--- src/rtl/ifu_fetch.sv ---
// Instruction fetch unit: holds the fetch PC, issues one request at a time on the
// instruction-memory port, and hands each returned word plus its PC to the core.
module ifu_fetch #(
  parameter logic [31:0] RESET_PC = 32'h8000_0000,
  parameter logic [31:0] NOP_INST = 32'h0000_0013
) (
  input  logic        clk,
  input  logic        rst_n,
  input  logic        pc_upd_valid,
  input  logic [31:0] pc_upd,
  output logic        imem_req_valid,
  input  logic        imem_req_ready,
  output logic [31:0] imem_req_addr,
  input  logic        imem_rsp_valid,
  input  logic [31:0] imem_rsp_data,
  input  logic        imem_rsp_err,
  output logic        out_valid,
  input  logic        out_ready,
  output logic [31:0] out_inst,
  output logic [31:0] out_pc,
  output logic        out_fault,
  output logic [31:0] pc
);

  typedef enum logic [2:0] {
    S_IDLE,
    S_REQ,
    S_WAIT,
    S_HOLD,
    S_NEXT
  } state_t;

  state_t      state_q, state_d;
  logic [31:0] pc_q, pc_d;
  logic [31:0] out_inst_q, out_inst_d;
  logic [31:0] out_pc_q, out_pc_d;
  logic        out_fault_q, out_fault_d;
  logic        misaligned;

  assign misaligned = (pc_q[1:0] != 2'b00);

  always_comb begin
    state_d     = state_q;
    pc_d        = pc_q;
    out_inst_d  = out_inst_q;
    out_pc_d    = out_pc_q;
    out_fault_d = out_fault_q;
    case (state_q)
      S_IDLE: state_d = S_REQ;
      S_REQ: begin
        // A misaligned PC never reaches memory; it is reported as a faulting NOP.
        if (misaligned) begin
          state_d     = S_HOLD;
          out_inst_d  = NOP_INST;
          out_pc_d    = pc_q;
          out_fault_d = 1'b1;
        end else if (imem_req_ready) begin
          state_d = S_WAIT;
        end
      end
      S_WAIT: begin
        if (imem_rsp_valid) begin
          state_d     = S_HOLD;
          out_inst_d  = imem_rsp_err ? NOP_INST : imem_rsp_data;
          out_pc_d    = pc_q;
          out_fault_d = imem_rsp_err;
        end
      end
      S_HOLD: begin
        if (out_ready) begin
          if (pc_upd_valid) begin
            pc_d    = pc_upd;
            state_d = S_REQ;
          end else begin
            state_d = S_NEXT;
          end
        end
      end
      S_NEXT: begin
        if (pc_upd_valid) begin
          pc_d    = pc_upd;
          state_d = S_REQ;
        end
      end
      default: state_d = S_IDLE;
    endcase
  end

  always_ff @(posedge clk) begin
    if (!rst_n) begin
      state_q     <= S_IDLE;
      pc_q        <= RESET_PC;
      out_inst_q  <= 32'h0;
      out_pc_q    <= 32'h0;
      out_fault_q <= 1'b0;
    end else begin
      state_q     <= state_d;
      pc_q        <= pc_d;
      out_inst_q  <= out_inst_d;
      out_pc_q    <= out_pc_d;
      out_fault_q <= out_fault_d;
    end
  end

  assign imem_req_valid = (state_q == S_REQ) && !misaligned;
  assign imem_req_addr  = pc_q;
  assign out_valid      = (state_q == S_HOLD);
  assign out_inst       = out_inst_q;
  assign out_pc         = out_pc_q;
  assign out_fault      = out_fault_q;
  assign pc             = pc_q;

endmodule

--- config.mk ---
export PLATFORM = sky130hd
export DESIGN_NAME = ifu_fetch
export DESIGN_NICKNAME = d
export VERILOG_FILES = /design/src/rtl/ifu_fetch.sv
export SDC_FILE = /design/constraint.sdc
export NUM_CORES = 1
export LEC_CHECK = 0
export BUFFER_PORTS_ARGS = -buffer_cell sky130_fd_sc_hd__buf_2
export CAP_MARGIN = 20
export CELL_PAD_IN_SITES_DETAIL_PLACEMENT = 0
export CELL_PAD_IN_SITES_GLOBAL_PLACEMENT = 1
export CORE_MARGIN = 2
export CORE_UTILIZATION = 30
export DETAILED_ROUTE_END_ITERATION = 16
export PLACE_DENSITY = 0.82
export SKIP_LAST_GASP = 1
export SLEW_MARGIN = 20
export SYNTH_ARGS = -nofsm -noshare
export SYNTH_HDL_FRONTEND = slang
export SYNTH_SLANG_ARGS = --single-unit
--- constraint.sdc ---
create_clock -name clk -period 1.6 [get_ports clk]
set_clock_uncertainty 0.2 [all_clocks]
set_input_delay 0.4 -clock clk [delete_from_list [all_inputs] [get_ports clk]]
set_output_delay 0.4 -clock clk [all_outputs]
set_load 0.01 [all_outputs]
==> impl_metrics.toml <==
[run_status]
status = "finished with violations"
violations = "negative setup slack"

[cells_and_area]
fin_util_pct = 48.24
finalNonFillerCells = 886
area_growth_pct = 56.89
multiInputGateArea_um2 = 2062
fillers = 1328
nets = 772
antenna_cells = 0
drive_gt1_share_pct = 49.43
regArea_um2 = 2016

[clock_network]
clock-sinks = 100
clockBufferDepth = 2
path_clk_slew_ns = 0.06
insertion_delay_ns = 0.34
hold_buffers = 0
cts_root_buffer = "clkbuf_16"
cts_tree = "yes"
cts_buffers = 9
htree_levels = 3

[floorplanning]
ioPinCount = 202
initial_core_util_pct = 30.74
core_area_um2 = 13930
die_w_um = 123.5
die_height_um = 123.5
dieArea_um2 = 15250
rows = 43

[place]
gp_congestion = 0.8114
dp_hpwl_mm = 8.365
dp.cells = 823
port_buffers = 201

[power_and_ir_drop]
switchingPower_mw = 1.452
power_frac_seq_pct = 43.3
ir_worst_vdd_mv = 0.4321
combPwrFrac_pct = 15.7
power.density_nw_per_um2 = 883.2
switching_share_pct = 24.47
p_int_mw = 4.484
leakagePower_nw = 3.064
p_clk_share_pct = 41.0

[timing]
tightest_slew_ns = 0.4372
rsz0062_at_grt = "true"
setup_viol = 99
min_period_over_period_pct = 111.3
fmax_ghz = 0.5615
fin_ws_ns = -0.1811
slew_viol_final = 0
finalHoldViolations = 0
maxSlewHeadroom_pct = 70.85
min_period_ns = 1.781

[hold_path]
min_path_type = "input port to flip-flop"

[setup_path]
crit_arrival_ns = 1.18
end_kind = "primary output"
crit_type = "flip-flop to primary output"
startpoint_type = "flip-flop"
required_ns = 1.00
cp_max_fo = 2

[route]
drtAntennaViolNets = 0
drc = 0
first_pass_iters = 6
drt-initial-drc-count = 168
wl_per_cell_um = 15.72
viasPerCell = 4.632
wl_mm = 13.93
vias = 4104

[yosys]
synth.most_common_cell = "nand2_1"
synthArstFlopShare_pct = 0
synth_top_area_cell = "dfxtp_1"
synth_area_leaders = "dfxtp_1 47%, mux2i_1 15%, nand2_1 14%"
yosysWarnings = 0
yosys.area.top_type_share_pct = 46.73
synth_area_um2 = 4284
syn_nets = 558
netlist_instances = 487
ys_seq_elements = 100
ys_types = 31
yosysSeqAreaShare_pct = 46.73
synth_ff_type = "dfxtp_1"
synth-edff-count = 0
syn_area_per_cell_um2 = 8.797
synthTopCellsByCount = "159 x nand2_1, 100 x dfxtp_1, 65 x mux2i_1"

[global_route]
overflow = 0
grt_antenna_before_repair = 0
grt_pass1_vias = 3770
grt_max_degree = 89
track_usage_pct = 16.84
grt_pass1_wl_mm = 19.59

[flow_run]
max_cap_violations = 0
layer usage:
layer	wire length [um]	up-vias	GRT usage (%)
li1	-	2016	-
met1	5999	1959	20.65
met2	7037	103	28.50
met3	554	26	2.906
met4	337	0	8.097
met5	0	-	0
power by group through the flow:
stage / sequential, mW / clock [mW] / combinational [mW]
6_report: 2.57 / 2.43 / 0.932
3_3_place_gp: 2.62 / 0 / 0.588
3_5_place_dp: 2.63 / 0 / 0.603
4_1_cts: 2.57 / 2.49 / 0.844
5_1_grt: 2.58 / 2.57 / 0.998
2_1_floorplan: 2.62 / 0 / 0.371
critical path, cell delays in order, from the launching register on:
cell and delay, ns:
dfxtp_2 0.32, or2_4 0.26, nor3_2 0.10, buf_2 0.16
cell usage in the layout, fill, tap and decap left out, types with 3 or more instances in the layout:
| cell | instances |
|---|---|
| buf_2 | 200 |
| nand2_1 | 150 |
| dfxtp_1 | 95 |
| mux2i_1 | 63 |
| buf_4 | 22 |
| o21ai_1 | 17 |
| nand3_1 | 17 |
| o21ai_2 | 16 |
| buf_6 | 16 |
| clkbuf_16 | 15 |
| nand3_2 | 14 |
| buf_12 | 14 |
| buf_16 | 9 |
| nand2_4 | 5 |
| nand2_2 | 4 |
| o21ai_0 | 3 |
| buf_8 | 3 |
| dfxtp_4 | 3 |
cell families (layout without fill, tap and decap cells):
family,count (synthesis),in the layout,synth area share (%)
buffers and inverters,70,288,10.95
flip-flops,100,100,46.73
AND/OR/NAND/NOR,208,209,20.94
multiplexers,65,65,15.19
AO/OA/AOI/OAI,44,44,6.192
cell type report:
| class | count | share of cell area [%] |
|---|---|---|
| repair buffers | 270 | 30.79 |
| inverters | 2 | 0.2234 |
| multi-input cells | 318 | 30.68 |
| clock inverters | 5 | 1.210 |
| clock buffers | 11 | 3.760 |
| well taps | 180 | 3.351 |
| flip-flops and latches | 100 | 29.99 |
registers in the layout, indices dropped and copies added (netlist names):
signal / flops
out_pc: 32
state_q: 3
imem_req_addr: 32
out_fault: 1
out_inst: 32
final timing paths:
path,startpoint,end,slack (ns),depth (start not counted)
hold reg to reg,out_inst[24],out_inst[24],0.26,2
setup reg to reg,state_q[1],imem_req_addr[26],-0.18,8
setup / recovery,imem_req_addr[0],imem_req_valid,-0.18,3
hold / removal,pc_upd[31],imem_req_addr[31],0.07,3
metrics by stage:
stage / worst slack (ns) / hold WS (ns) / TNS, ns / total power [mW] / area [um2]
6_report: -0.1811 / 0.07441 / -13.13 / 5.937 / 6721
5_1_grt: -0.2563 / 0.08762 / -18.68 / 6.149 / 6721
4_1_cts: -0.1862 / 0.05469 / -12.99 / 5.899 / 6341
3_5_place_dp: -0.1333 / 0.2504 / -9.247 / 3.231 / 5338
3_3_place_gp: -0.09682 / 0.2391 / -4.884 / 3.212 / 5338
2_1_floorplan: -0.01699 / 0.2790 / -0.6692 / 2.995 / 4303
repair_timing:
item                       in CTS  in global routing
setup buffers                  21                 14
gates resized for setup        41                 94
setup endpoints to repair      97                104
cloned                         12                  8
pin swaps                       5                 23
No activity file was read; power rests on OpenSTA's default activity.
